`config.mk`:
```
export PLATFORM = sky130hd
export DESIGN_NAME = vga_vram_scheduler
export DESIGN_NICKNAME = d
export VERILOG_FILES = /design/src/rtl/vga_vram_scheduler_pkg.sv /design/src/rtl/vga_vram_scheduler_fill.sv /design/src/rtl/vga_vram_scheduler.sv
export SDC_FILE = /design/constraint.sdc
export NUM_CORES = 1
export LEC_CHECK = 0
export BUFFER_PORTS_ARGS = -buffer_cell sky130_fd_sc_hd__buf_4
export CAP_MARGIN = 20
export CORE_MARGIN = 3
export CORE_UTILIZATION = 40
export CTS_BUF_LIST = sky130_fd_sc_hd__clkbuf_4 sky130_fd_sc_hd__clkbuf_8 sky130_fd_sc_hd__clkbuf_16
export DETAILED_ROUTE_END_ITERATION = 10
export GPL_TIMING_DRIVEN = 0
export HOLD_SLACK_MARGIN = 0.08
export PLACE_DENSITY = 0.69
export SLEW_MARGIN = 10
export SYNTH_ARGS = -nofsm -noshare
export SYNTH_HDL_FRONTEND = slang
export SYNTH_SLANG_ARGS = --single-unit
```
`constraint.sdc`:
```
create_clock -name Clock -period 2.4 [get_ports Clock]
set_input_delay 0.6 -clock Clock [delete_from_list [all_inputs] [get_ports Clock]]
set_output_delay 0.6 -clock Clock [all_outputs]
set_load 0.02 [all_outputs]
```
`src/rtl/vga_vram_scheduler_pkg.sv`:
```
// vga_vram_scheduler_pkg
//   Shared constants and types for the text-mode VRAM port-B scheduler:
//   register addresses in the 12-bit CPU space, the FILL_CHR reset value
//   and the fill engine state encoding.
package vga_vram_scheduler_pkg;

  localparam logic [11:0] VRAM_BASE     = 12'h000;
  localparam logic [11:0] FILL_CHR_ADDR = 12'hF06;
  localparam logic [11:0] FILL_CTL_ADDR = 12'hF08;

  localparam logic [7:0]  FILL_CHR_INIT = 8'h20;

  typedef enum logic [1:0] {
    FILL_IDLE,
    FILL_RUN,
    FILL_DONE
  } fill_state_e;

endpackage

```
`src/rtl/vga_vram_scheduler_fill.sv`:
```
// vram_fill_engine
//   Screen-fill engine: cell counter, fill FSM and FILL_CHR register.
//   Ports:
//     clock, reset_l   rising-edge clock, async active-low reset
//     slot_grant       port B is free for a fill write this cycle
//     chr_wr/chr_data  FILL_CHR register write
//     ctl_wr/ctl_start FILL_CTL write; ctl_start=1 starts/restarts, 0 aborts
//     fill_we          fill write requested this cycle (combinational)
//     fill_addr/data   address/character for that write
//     fill_busy        registered, high from start until FillDone
//     fill_done        registered one-cycle pulse after the LAST write
module vram_fill_engine
  import vga_vram_scheduler_pkg::*;
#(
  parameter int unsigned COLS = 80,
  parameter int unsigned ROWS = 40
) (
  input  logic        clock,
  input  logic        reset_l,
  input  logic        slot_grant,
  input  logic        chr_wr,
  input  logic [7:0]  chr_data,
  input  logic        ctl_wr,
  input  logic        ctl_start,
  output logic        fill_we,
  output logic [11:0] fill_addr,
  output logic [7:0]  fill_data,
  output logic        fill_busy,
  output logic        fill_done
);

  localparam logic [11:0] LAST_ADDR = 12'(COLS * ROWS - 1);

  fill_state_e state_q, state_d;
  logic [11:0] cnt_q, cnt_d;
  logic [7:0]  chr_q, chr_d;
  logic        busy_q, busy_d;
  logic        done_q, done_d;

  always_comb begin
    state_d = state_q;
    cnt_d   = cnt_q;
    chr_d   = chr_wr ? chr_data : chr_q;
    fill_we = 1'b0;
    case (state_q)
      FILL_IDLE: begin
        if (ctl_wr && ctl_start) begin
          state_d = FILL_RUN;
          cnt_d   = '0;
        end
      end
      FILL_RUN: begin
        // A control write owns the cycle: restart or abort, no fill write.
        if (ctl_wr) begin
          if (ctl_start) cnt_d = '0;
          else           state_d = FILL_IDLE;
        end else if (slot_grant) begin
          fill_we = 1'b1;
          if (cnt_q == LAST_ADDR) state_d = FILL_DONE;
          else                    cnt_d   = cnt_q + 12'd1;
        end
      end
      FILL_DONE: begin
        if (ctl_wr && ctl_start) begin
          state_d = FILL_RUN;
          cnt_d   = '0;
        end else begin
          state_d = FILL_IDLE;
        end
      end
      default: state_d = FILL_IDLE;
    endcase
    // Busy covers DONE so it drops in the same cycle the done pulse appears,
    // one cycle after the LAST write becomes visible on port B.
    busy_d = (state_d != FILL_IDLE);
    done_d = (state_q == FILL_DONE);
  end

  always_ff @(posedge clock or negedge reset_l) begin
    if (!reset_l) begin
      state_q <= FILL_IDLE;
      cnt_q   <= '0;
      chr_q   <= FILL_CHR_INIT;
      busy_q  <= 1'b0;
      done_q  <= 1'b0;
    end else begin
      state_q <= state_d;
      cnt_q   <= cnt_d;
      chr_q   <= chr_d;
      busy_q  <= busy_d;
      done_q  <= done_d;
    end
  end

  assign fill_addr = cnt_q;
  assign fill_data = chr_q;
  assign fill_busy = busy_q;
  assign fill_done = done_q;

endmodule

```
`src/rtl/vga_vram_scheduler.sv`:
```
// vga_vram_scheduler
//   Shares VRAM write port B between CPU writes (fixed 1-cycle latency,
//   always priority) and the hardware screen-fill engine.
//   Decodes 0x000..LAST (VRAM), 0xF06 (FILL_CHR), 0xF08 (FILL_CTL).
//   Ports:
//     Clock, Reset_L         rising-edge clock, async active-low reset
//     CPU_Enable             write strobe; one access per rising edge
//     Address[11:0], Data    CPU address / write data
//     VBlank                 fill gate (only with VBLANK_GATE_EN)
//     RamAddrB/RamDataB/RamWeB  registered port-B write
//     CPU_Ack                one-cycle ack for decoded accesses
//     FillBusy, FillDone     fill status
//   Build option: `define VBLANK_GATE_EN restricts fill writes to VBlank=1.
module vga_vram_scheduler
  import vga_vram_scheduler_pkg::*;
#(
  parameter int unsigned COLS = 80,
  parameter int unsigned ROWS = 40
) (
  input  logic        Clock,
  input  logic        Reset_L,
  input  logic        CPU_Enable,
  input  logic [11:0] Address,
  input  logic [7:0]  Data,
`ifdef VBLANK_GATE_EN
  input  logic        VBlank,
`endif
  output logic [11:0] RamAddrB,
  output logic [7:0]  RamDataB,
  output logic        RamWeB,
  output logic        CPU_Ack,
  output logic        FillBusy,
  output logic        FillDone
);

  localparam logic [11:0] LAST_ADDR = 12'(COLS * ROWS - 1);

  logic        en_q;
  logic [11:0] ram_addr_q, ram_addr_d;
  logic [7:0]  ram_data_q, ram_data_d;
  logic        ram_we_q, ram_we_d;
  logic        ack_q, ack_d;

  logic        access;
  logic [11:0] vram_offset;
  logic        cpu_vram_wr, chr_wr, ctl_wr;
  logic        slot_grant;
  logic        fill_we;
  logic [11:0] fill_addr;
  logic [7:0]  fill_data;

  always_comb begin
    access      = CPU_Enable && !en_q;
    vram_offset = Address - VRAM_BASE;
    cpu_vram_wr = access && (vram_offset <= LAST_ADDR);
    chr_wr      = access && (Address == FILL_CHR_ADDR);
    ctl_wr      = access && (Address == FILL_CTL_ADDR);
`ifdef VBLANK_GATE_EN
    slot_grant  = !cpu_vram_wr && VBlank;
`else
    slot_grant  = !cpu_vram_wr;
`endif
    ack_d       = cpu_vram_wr || chr_wr || ctl_wr;
    ram_we_d    = cpu_vram_wr || fill_we;
    ram_addr_d  = ram_addr_q;
    ram_data_d  = ram_data_q;
    if (cpu_vram_wr) begin
      ram_addr_d = Address;
      ram_data_d = Data;
    end else if (fill_we) begin
      ram_addr_d = fill_addr;
      ram_data_d = fill_data;
    end
  end

  always_ff @(posedge Clock or negedge Reset_L) begin
    if (!Reset_L) begin
      en_q       <= 1'b0;
      ram_addr_q <= '0;
      ram_data_q <= '0;
      ram_we_q   <= 1'b0;
      ack_q      <= 1'b0;
    end else begin
      en_q       <= CPU_Enable;
      ram_addr_q <= ram_addr_d;
      ram_data_q <= ram_data_d;
      ram_we_q   <= ram_we_d;
      ack_q      <= ack_d;
    end
  end

  vram_fill_engine #(
    .COLS (COLS),
    .ROWS (ROWS)
  ) u_fill (
    .clock      (Clock),
    .reset_l    (Reset_L),
    .slot_grant (slot_grant),
    .chr_wr     (chr_wr),
    .chr_data   (Data),
    .ctl_wr     (ctl_wr),
    .ctl_start  (Data[0]),
    .fill_we    (fill_we),
    .fill_addr  (fill_addr),
    .fill_data  (fill_data),
    .fill_busy  (FillBusy),
    .fill_done  (FillDone)
  );

  assign RamAddrB = ram_addr_q;
  assign RamDataB = ram_data_q;
  assign RamWeB   = ram_we_q;
  assign CPU_Ack  = ack_q;

endmodule

```
==> metrics.md, run 1 <==
| Metric | Value |
|---|---|
| Relative slew slack | 60.49% |
| Final hold slack | 0.3074 ns |
| Num rows | 26 |
| Syn Std Cell Area | 2212 µm² |
| Arrival time worst endpoint | 2.33 ns |
| Drt pass-1 iters | 4 |
| CTS tree | built |
| CP startpoint kind | input port |
| Final Max Slew Viols | 0 |
| Place WS | -0.08286 ns |
| Cell Pwr Density | 625.0 nW/µm² |
| RSZ-0062 raised after global routing | false |
| Tot GR Track Use | 16.66% |
| TritonCTS Buffers | 5 |
| Final period utilization | 90.82% |
| Die Width | 80.37 µm |
| Yosys warnings | 0 |
| Util after Layout | 52.48% |
| Fill cell count | 469 |
| Clock Tree Root | clkbuf_8 |
| Logic pwr share | 17.4% |
| Via count of the first global-routing pass | 1716 |
| DP Area | 2645 µm² |
| Clock slew at reported path FFs | 0.09 ns |
| Core ar. | 5238 µm² |
| Post-route ant nets | 0 |
| RR Startpoint | u_fill.fill_addr[1]$_DFFE_PN0P_ |
| Worst-skew pair later-pin latency | 0.30 ns |
| Die area | 6459 µm² |
| CP peak stage delay | 0.35 ns |
| Seq pwr share | 51.2% |
| Power, Total | 1.718 mW |
| Cells resized by post-CTS repair | 0 |
| Crit path to | RamAddrB[9]$_DFFE_PN0P_ |
| HP Class | input port to async pin |
| Initial antenna violation count | 0 |
| Hold_buf cts | 0 |
| Inserted Diodes | 0 |
| Buf/Inv on CP | 2 |
| First-pass GRT wire length | 8.280 mm |
| Crit. End Element | flop |
| Top FF cell, synth | dfrtp_1 |
| Fmax | 458.8 MHz |
| Post-synthesis sequential area ratio | 53.22% |
| # setup viols final | 0 |
| Largest net degree at the start of global routing | 48 |
| Final wirelength | 4.918 mm |
| Worst Reg-to-Reg Cells | 7 |
| Worst reg2reg path endpoint | u_fill.fill_addr[5]$_DFFE_PN0P_ |
| Layout Skew | 0.005594 ns |
| Total number of vias | 1723 |
| Crit-path slowest cell | buf_2 |
| Pleak | 1.245 nW |
| Worst path top cell family by delay | simple AND/OR/NAND/NOR gates |
| CTS sink cnt | 47 |
| Syn Area/Cell | 10.74 µm² |
| Critical path class | input port to flop |
| Syn Nets | 230 |
| Final std cell area, no fill | 2749 µm² |
| Placed cells | 322 |
| Setup WS post-layout | 0.2203 ns |
| Reg2reg setup slack | 0.24 ns |
| Area delta synth->final | 24.26% |
| Initial cell density of the core | 42.24% |
| Average wire per standard cell | 14.90 µm |
| Worst Tran Pin Value | 0.5927 ns |
| Maximum clock path buffer count | 2 |
| Levels on crit path | 8 |
| Tmin final | 2.180 ns |
| Worst path cell trace | buf_4 > and4b_1 > nand4_2 > nand2_1 > nor2_1 > buf_2 > mux2i_1 > a21oi_1 |
| Drt drc | 0 |
| Final std cells w/o fill | 330 |
| Status | complete, no violations |
| Sequential Area | 1177 µm² |
| Clk pwr share | 31.3% |
| Post-synth ARST share | 100.0% |
| Post-Synthesis Cells | 206 |
| Post-CTS Setup Inserts | 0 |
| Critical path fanouts, max | 10 |
| Total of max-cap violations | 0 |
| Nets | 283 |
| Layout cells sized above 1 | 26.92% |
| Worst VDD drop | 423.1 µV |
| P_sw | 460.4 µW |
| Post-synth EDFFs | 0 |
| IO buf count | 46 |
| Sw Ratio | 26.80% |
| HPWL after DPL | 3.491 mm |
| GP Congestion | 0.7590 |
| #FFs+latches synth | 47 |
| CP required | 2.56 ns |
| Drt first-iter violations | 102 |
| Multi-input logic area | 975.9 µm² |
| Total congestion overflow | 0 |
| Setup_tns | 0 ns |
| Cell variety after synth | 41 |
| Cell-internal power | 1.258 mW |
| H-tree levels | 2 |
| I/O Pins | 47 |
| Final Hold Fails | 0 |
| Setup crit start | Address[11] |
| Die Y | 80.37 µm |
| Via-to-Cell Ratio | 5.221 |
-- cells by family after synthesis --
family / Yosys count / share of synthesized area (%)
DFF: 47 / 53.22
AOI/OAI and AO/OA: 44 / 12.33
muxes: 27 / 12.61
adders and majority gates: 1 / 0.5655
buffers and inverters: 12 / 2.659
and+or+nand+nor: 75 / 18.61
-- sequential cells by signal, indices dropped and copies added (netlist names) --
| register | flops |
|---|---|
| RamAddrB | 12 |
| u_fill.fill_addr | 12 |
| RamDataB | 8 |
| u_fill.fill_data | 8 |
| u_fill.state_q | 2 |
| CPU_Ack | 1 |
| RamWeB | 1 |
| en_q | 1 |
| u_fill.fill_busy | 1 |
| u_fill.fill_done | 1 |
-- layout by cell type (no fill, tap or decap), drive strengths merged, types with 2 or more instances in the layout --
master	count
nor2	24
clkbuf	14
and3	5
and4b	2
o311ai	2
a21boi	2
buf	50
nor3	6
a211o	3
o21ai	8
a21oi	21
inv	2
dfrtp	46
and2	5
or2	2
o22a	5
nand3	8
nor3b	3
mux2	7
nand2	9
nand4	4
mux2i	20
-- how the worst min path moves through the flow --
stage | depth (start not counted) | slack (ns) | endpoint | startpoint
final | 1 | 0.31 | RamAddrB[8]$_DFFE_PN0P_ | Reset_L
after global routing | 1 | 0.33 | RamDataB[0]$_DFFE_PN0P_ | Reset_L
after CTS | 1 | 0.32 | RamDataB[7]$_DFFE_PN0P_ | Reset_L
after detailed placement | 1 | 0.50 | u_fill.fill_data[2]$_DFFE_PN0P_ | u_fill.fill_data[2]$_DFFE_PN0P_
after global placement | 2 | 0.47 | u_fill.fill_data[0]$_DFFE_PN0P_ | u_fill.fill_data[0]$_DFFE_PN0P_
after floorplan | 0 | 0.30 | CPU_Ack$_DFF_PN0_ | Reset_L
-- layout make-up --
| type | count | share of cell area (%) |
|---|---|---|
| plain buffers | 10 | 1.866 |
| clock buffers | 8 | 3.778 |
| inverters | 2 | 0.2731 |
| multi-input cells | 147 | 35.50 |
| flip-flops and latches | 47 | 42.83 |
| well taps | 70 | 3.186 |
| repair buffers | 46 | 12.56 |
-- per-layer routing --
metal	GRT usage [%]	wire, µm	vias to the layer above
li1	-	-	854
met1	22.26	2274	833
met2	25.99	2374	32
met3	4.821	233	4
met4	5.405	36	0
met5	0	0	-
-- synth_stat cells, drive strengths merged, types with 4 or more instances --
cell type	number	area [µm²]
nand4	4	31.28
o22a	5	43.79
mux2	7	78.83
nor2	24	90.09
and3	5	31.28
buf	4	28.78
a21oi	21	105.1
dfrtp	46	1151
mux2i	20	200.2
o21ai	8	40.04
and2	5	31.28
nand2	9	33.78
nand3	8	40.04
clkbuf	6	22.52
nor3	6	35.03
-- power by group through the flow --
| stage | sequential, mW | clock [mW] | combinational, mW |
|---|---|---|---|
| after floorplan | 0.962 | 0 | 0.0763 |
| after global placement | 0.896 | 0 | 0.300 |
| after detailed placement | 0.895 | 0 | 0.304 |
| after CTS | 0.880 | 0.554 | 0.304 |
| after global routing | 0.888 | 0.583 | 0.328 |
| final | 0.880 | 0.538 | 0.300 |
Power figures use the tool's default switching activity.
==> run 2, diff against run 1 <==
==> constraint.sdc (replaced) <==
create_clock -name Clock -period 2.4 [get_ports Clock]
set_input_delay 0.12 -clock Clock [delete_from_list [all_inputs] [get_ports Clock]]
set_output_delay 0.12 -clock Clock [all_outputs]
set_load 0.02 [all_outputs]
==> metrics.md, run 2 (synthesis gave the netlist of run 1 again) <==
| Metric | Value |
|---|---|
| Most common cell after layout, fill and taps aside | buf_4 |
| Worst-skew pair later-pin latency | 0.30 ns (about the same) |
| Placed cells | 322 (unchanged) |
| Post-CTS Setup Inserts | 0 (unchanged) |
| Inserted Diodes | 0 (unchanged) |
| Post-route ant nets | 0 (unchanged) |
| CP peak stage delay | 0.53 ns (+0.18 ns) |
| Clk pwr share | 31.1% (-0.2 points) |
| Core ar. | 5238 µm² (unchanged) |
| Setup WS post-layout | 0.1678 ns (-0.05254 ns) |
| GP Congestion | 0.7590 (unchanged) |
| # setup viols final | 0 (unchanged) |
| Layout cells sized above 1 | 26.02% (-0.90 points) |
| HP Class | input port to flop |
| Largest net degree at the start of global routing | 48 (unchanged) |
| Tot GR Track Use | 16.97% (+0.31 points) |
| DP Area | 2645 µm² (unchanged) |
| Fill cell count | 460 (-1.9%) |
| Critical path class | input port to flop |
| Cell Pwr Density | 609.9 nW/µm² (-2.4%) |
| Critical path fanouts, max | 10 (unchanged) |
| Via count of the first global-routing pass | 1757 (+2.4%) |
| Crit. End Element | flop |
| CTS tree | built |
| I/O Pins | 47 (unchanged) |
| Worst path top cell family by delay | buffers and inverters |
| Final hold slack | 0.08891 ns (-0.2185 ns) |
| Status | complete, no violations |
| Buf/Inv on CP | 3 (+1) |
| Average wire per standard cell | 14.75 µm (-1.0%) |
| Final period utilization | 93.01% (+2.2 points) |
| Die Y | 80.37 µm (unchanged) |
| Area delta synth->final | 28.34% |
| P_sw | 464.1 µW (+0.80%) |
| Met1 WL | 2.292 mm (+0.79%) |
| Cell-internal power | 1.267 mW (+0.76%) |
| Final Max Slew Viols | 0 (unchanged) |
| Power, Total | 1.731 mW (+0.77%) |
| CTS sink cnt | 47 (unchanged) |
| Most frequent cells in the layout | 47 x buf_4, 46 x dfrtp_1, 24 x nor2_1 |
| Final std cells w/o fill | 339 (+2.7%) |
| Total number of vias | 1753 (+1.7%) |
| Pleak | 1.283 nW (+3.0%) |
| Via-to-Cell Ratio | 5.171 (-0.96%) |
| Reg2reg setup slack | 0.24 ns (about the same) |
| Clock Tree Root | clkbuf_8 |
| Clock slew at reported path FFs | 0.09 ns (about the same) |
| Die area | 6459 µm² (unchanged) |
| Final std cell area, no fill | 2839 µm² (+3.3%) |
| Relative slew slack | 60.82% (+0.33 points) |
| Final Hold Fails | 0 (unchanged) |
| RSZ-0062 raised after global routing | false |
| Cells resized by post-CTS repair | 0 (unchanged) |
| TritonCTS Buffers | 5 (unchanged) |
| Initial cell density of the core | 42.24% (unchanged) |
| Nets | 292 (+3.2%) |
| Die Width | 80.37 µm (unchanged) |
| Arrival time worst endpoint | 2.39 ns (+0.06 ns) |
| Drt first-iter violations | 108 (+5.9%) |
| H-tree levels | 2 (unchanged) |
| IO buf count | 46 (unchanged) |
| CP startpoint kind | input port |
| Setup_tns | 0 ns (unchanged) |
| Highest metal used | met4 |
| HPWL after DPL | 3.491 mm (unchanged) |
| Num rows | 26 (unchanged) |
| Initial antenna violation count | 0 (unchanged) |
| Maximum clock path buffer count | 2 (unchanged) |
| Metal3 WL | 218 µm (-6.4%) |
| Drt drc | 0 (unchanged) |
| Met2 wire len | 2.451 mm (+3.2%) |
| CP required | 2.56 ns (about the same) |
| Tmin final | 2.232 ns (+0.05254 ns) |
| Worst path cell trace | dlygate4sd3_1 > buf_4 > and4b_1 > nand4_2 > nand2_1 > nor2_1 > buf_2 > mux2i_1 > a21oi_1 |
| Sw Ratio | 26.81% (about the same) |
| Util after Layout | 54.20% (+1.7 points) |
| Worst Tran Pin Value | 0.5878 ns (-0.004908 ns) |
| Fmax | 448.0 MHz (-2.4%) |
| Final wirelength | 5.001 mm (+1.7%) |
| Crit-path slowest cell | dlygate4sd3_1 |
| Worst VDD drop | 427.8 µV (+1.1%) |
| Place WS | 0.2924 ns (+0.3753 ns) |
| Layout Skew | 0.005782 ns (+0.0001874 ns) |
| Total of max-cap violations | 0 (unchanged) |
| Logic pwr share | 18.0% (+0.6 points) |
| Seq pwr share | 50.9% (-0.3 points) |
| Total congestion overflow | 0 (unchanged) |
| Drt pass-1 iters | 4 (unchanged) |
| First-pass GRT wire length | 8.431 mm (+1.8%) |
## run 2: cell types whose count changed in the layout (fill, tap and decap cells not counted), sizes merged
cell | previous run | this run
dlygate4sd3 | 0 | 9
## run 2: routing by layer
| layer | GRT usage [%] | up-vias |
|---|---|---|
| met3 | 4.933 | 4 |
| met4 | 5.405 | 0 |
| li1 | - | 874 |
| met5 | 0 | - |
| met2 | 27.24 | 30 |
| met1 | 22.05 | 845 |
## run 2: worst register-to-register path, stage by stage (launching register included)
cell,delay [ns]
dfrtp_1,0.45
ha_1,0.22
nand3_1,0.17
nor2_1,0.26
nand4_1,0.18
and4b_1,0.32
and3_1,0.20
a211o_1,0.26
## run 2: what timing repair did
item                                    CTS  global route
endpoints found under the setup margin    0             0
hold buffers                              9             0
endpoints found under the hold margin    60             0
## run 2: area by class of cell
| class | count | area [µm²] | area share (%) |
|---|---|---|---|
| plain buffers | 10 | 51.30 | 1.807 |
| clock buffers | 8 | 103.9 | 3.658 |
| inverters | 2 | 7.507 | 0.2644 |
| multi-input cells | 147 | 975.9 | 34.38 |
| flip-flops and latches | 47 | 1177 | 41.47 |
| well taps | 70 | 87.58 | 3.085 |
| repair buffers | 55 | 435.4 | 15.34 |
## run 2: worst paths after layout
| kind | startpoint | endpoint | cells after the start |
|---|---|---|---|
| max in group asynchronous | Reset_L | RamAddrB[0]$_DFFE_PN0P_ | 2 |
| hold reg to reg | u_fill.fill_data[2]$_DFFE_PN0P_ | u_fill.fill_data[2]$_DFFE_PN0P_ | 1 |
| hold / removal | Address[11] | RamAddrB[11]$_DFFE_PN0P_ | 3 |
| min in group asynchronous | Reset_L | RamAddrB[8]$_DFFE_PN0P_ | 2 |
| setup reg to reg | u_fill.fill_addr[1]$_DFFE_PN0P_ | u_fill.fill_addr[5]$_DFFE_PN0P_ | 7 |
| setup / recovery | CPU_Enable | RamAddrB[9]$_DFFE_PN0P_ | 9 |
## run 2: power groups by stage
stage / combinational (mW) / sequential (mW) / clock [mW]
2_1_floorplan: 0.0763 / 0.962 / 0
3_3_place_gp: 0.300 / 0.896 / 0
3_5_place_dp: 0.304 / 0.895 / 0
4_1_cts: 0.316 / 0.880 / 0.554
5_1_grt: 0.341 / 0.888 / 0.582
6_report: 0.312 / 0.881 / 0.539
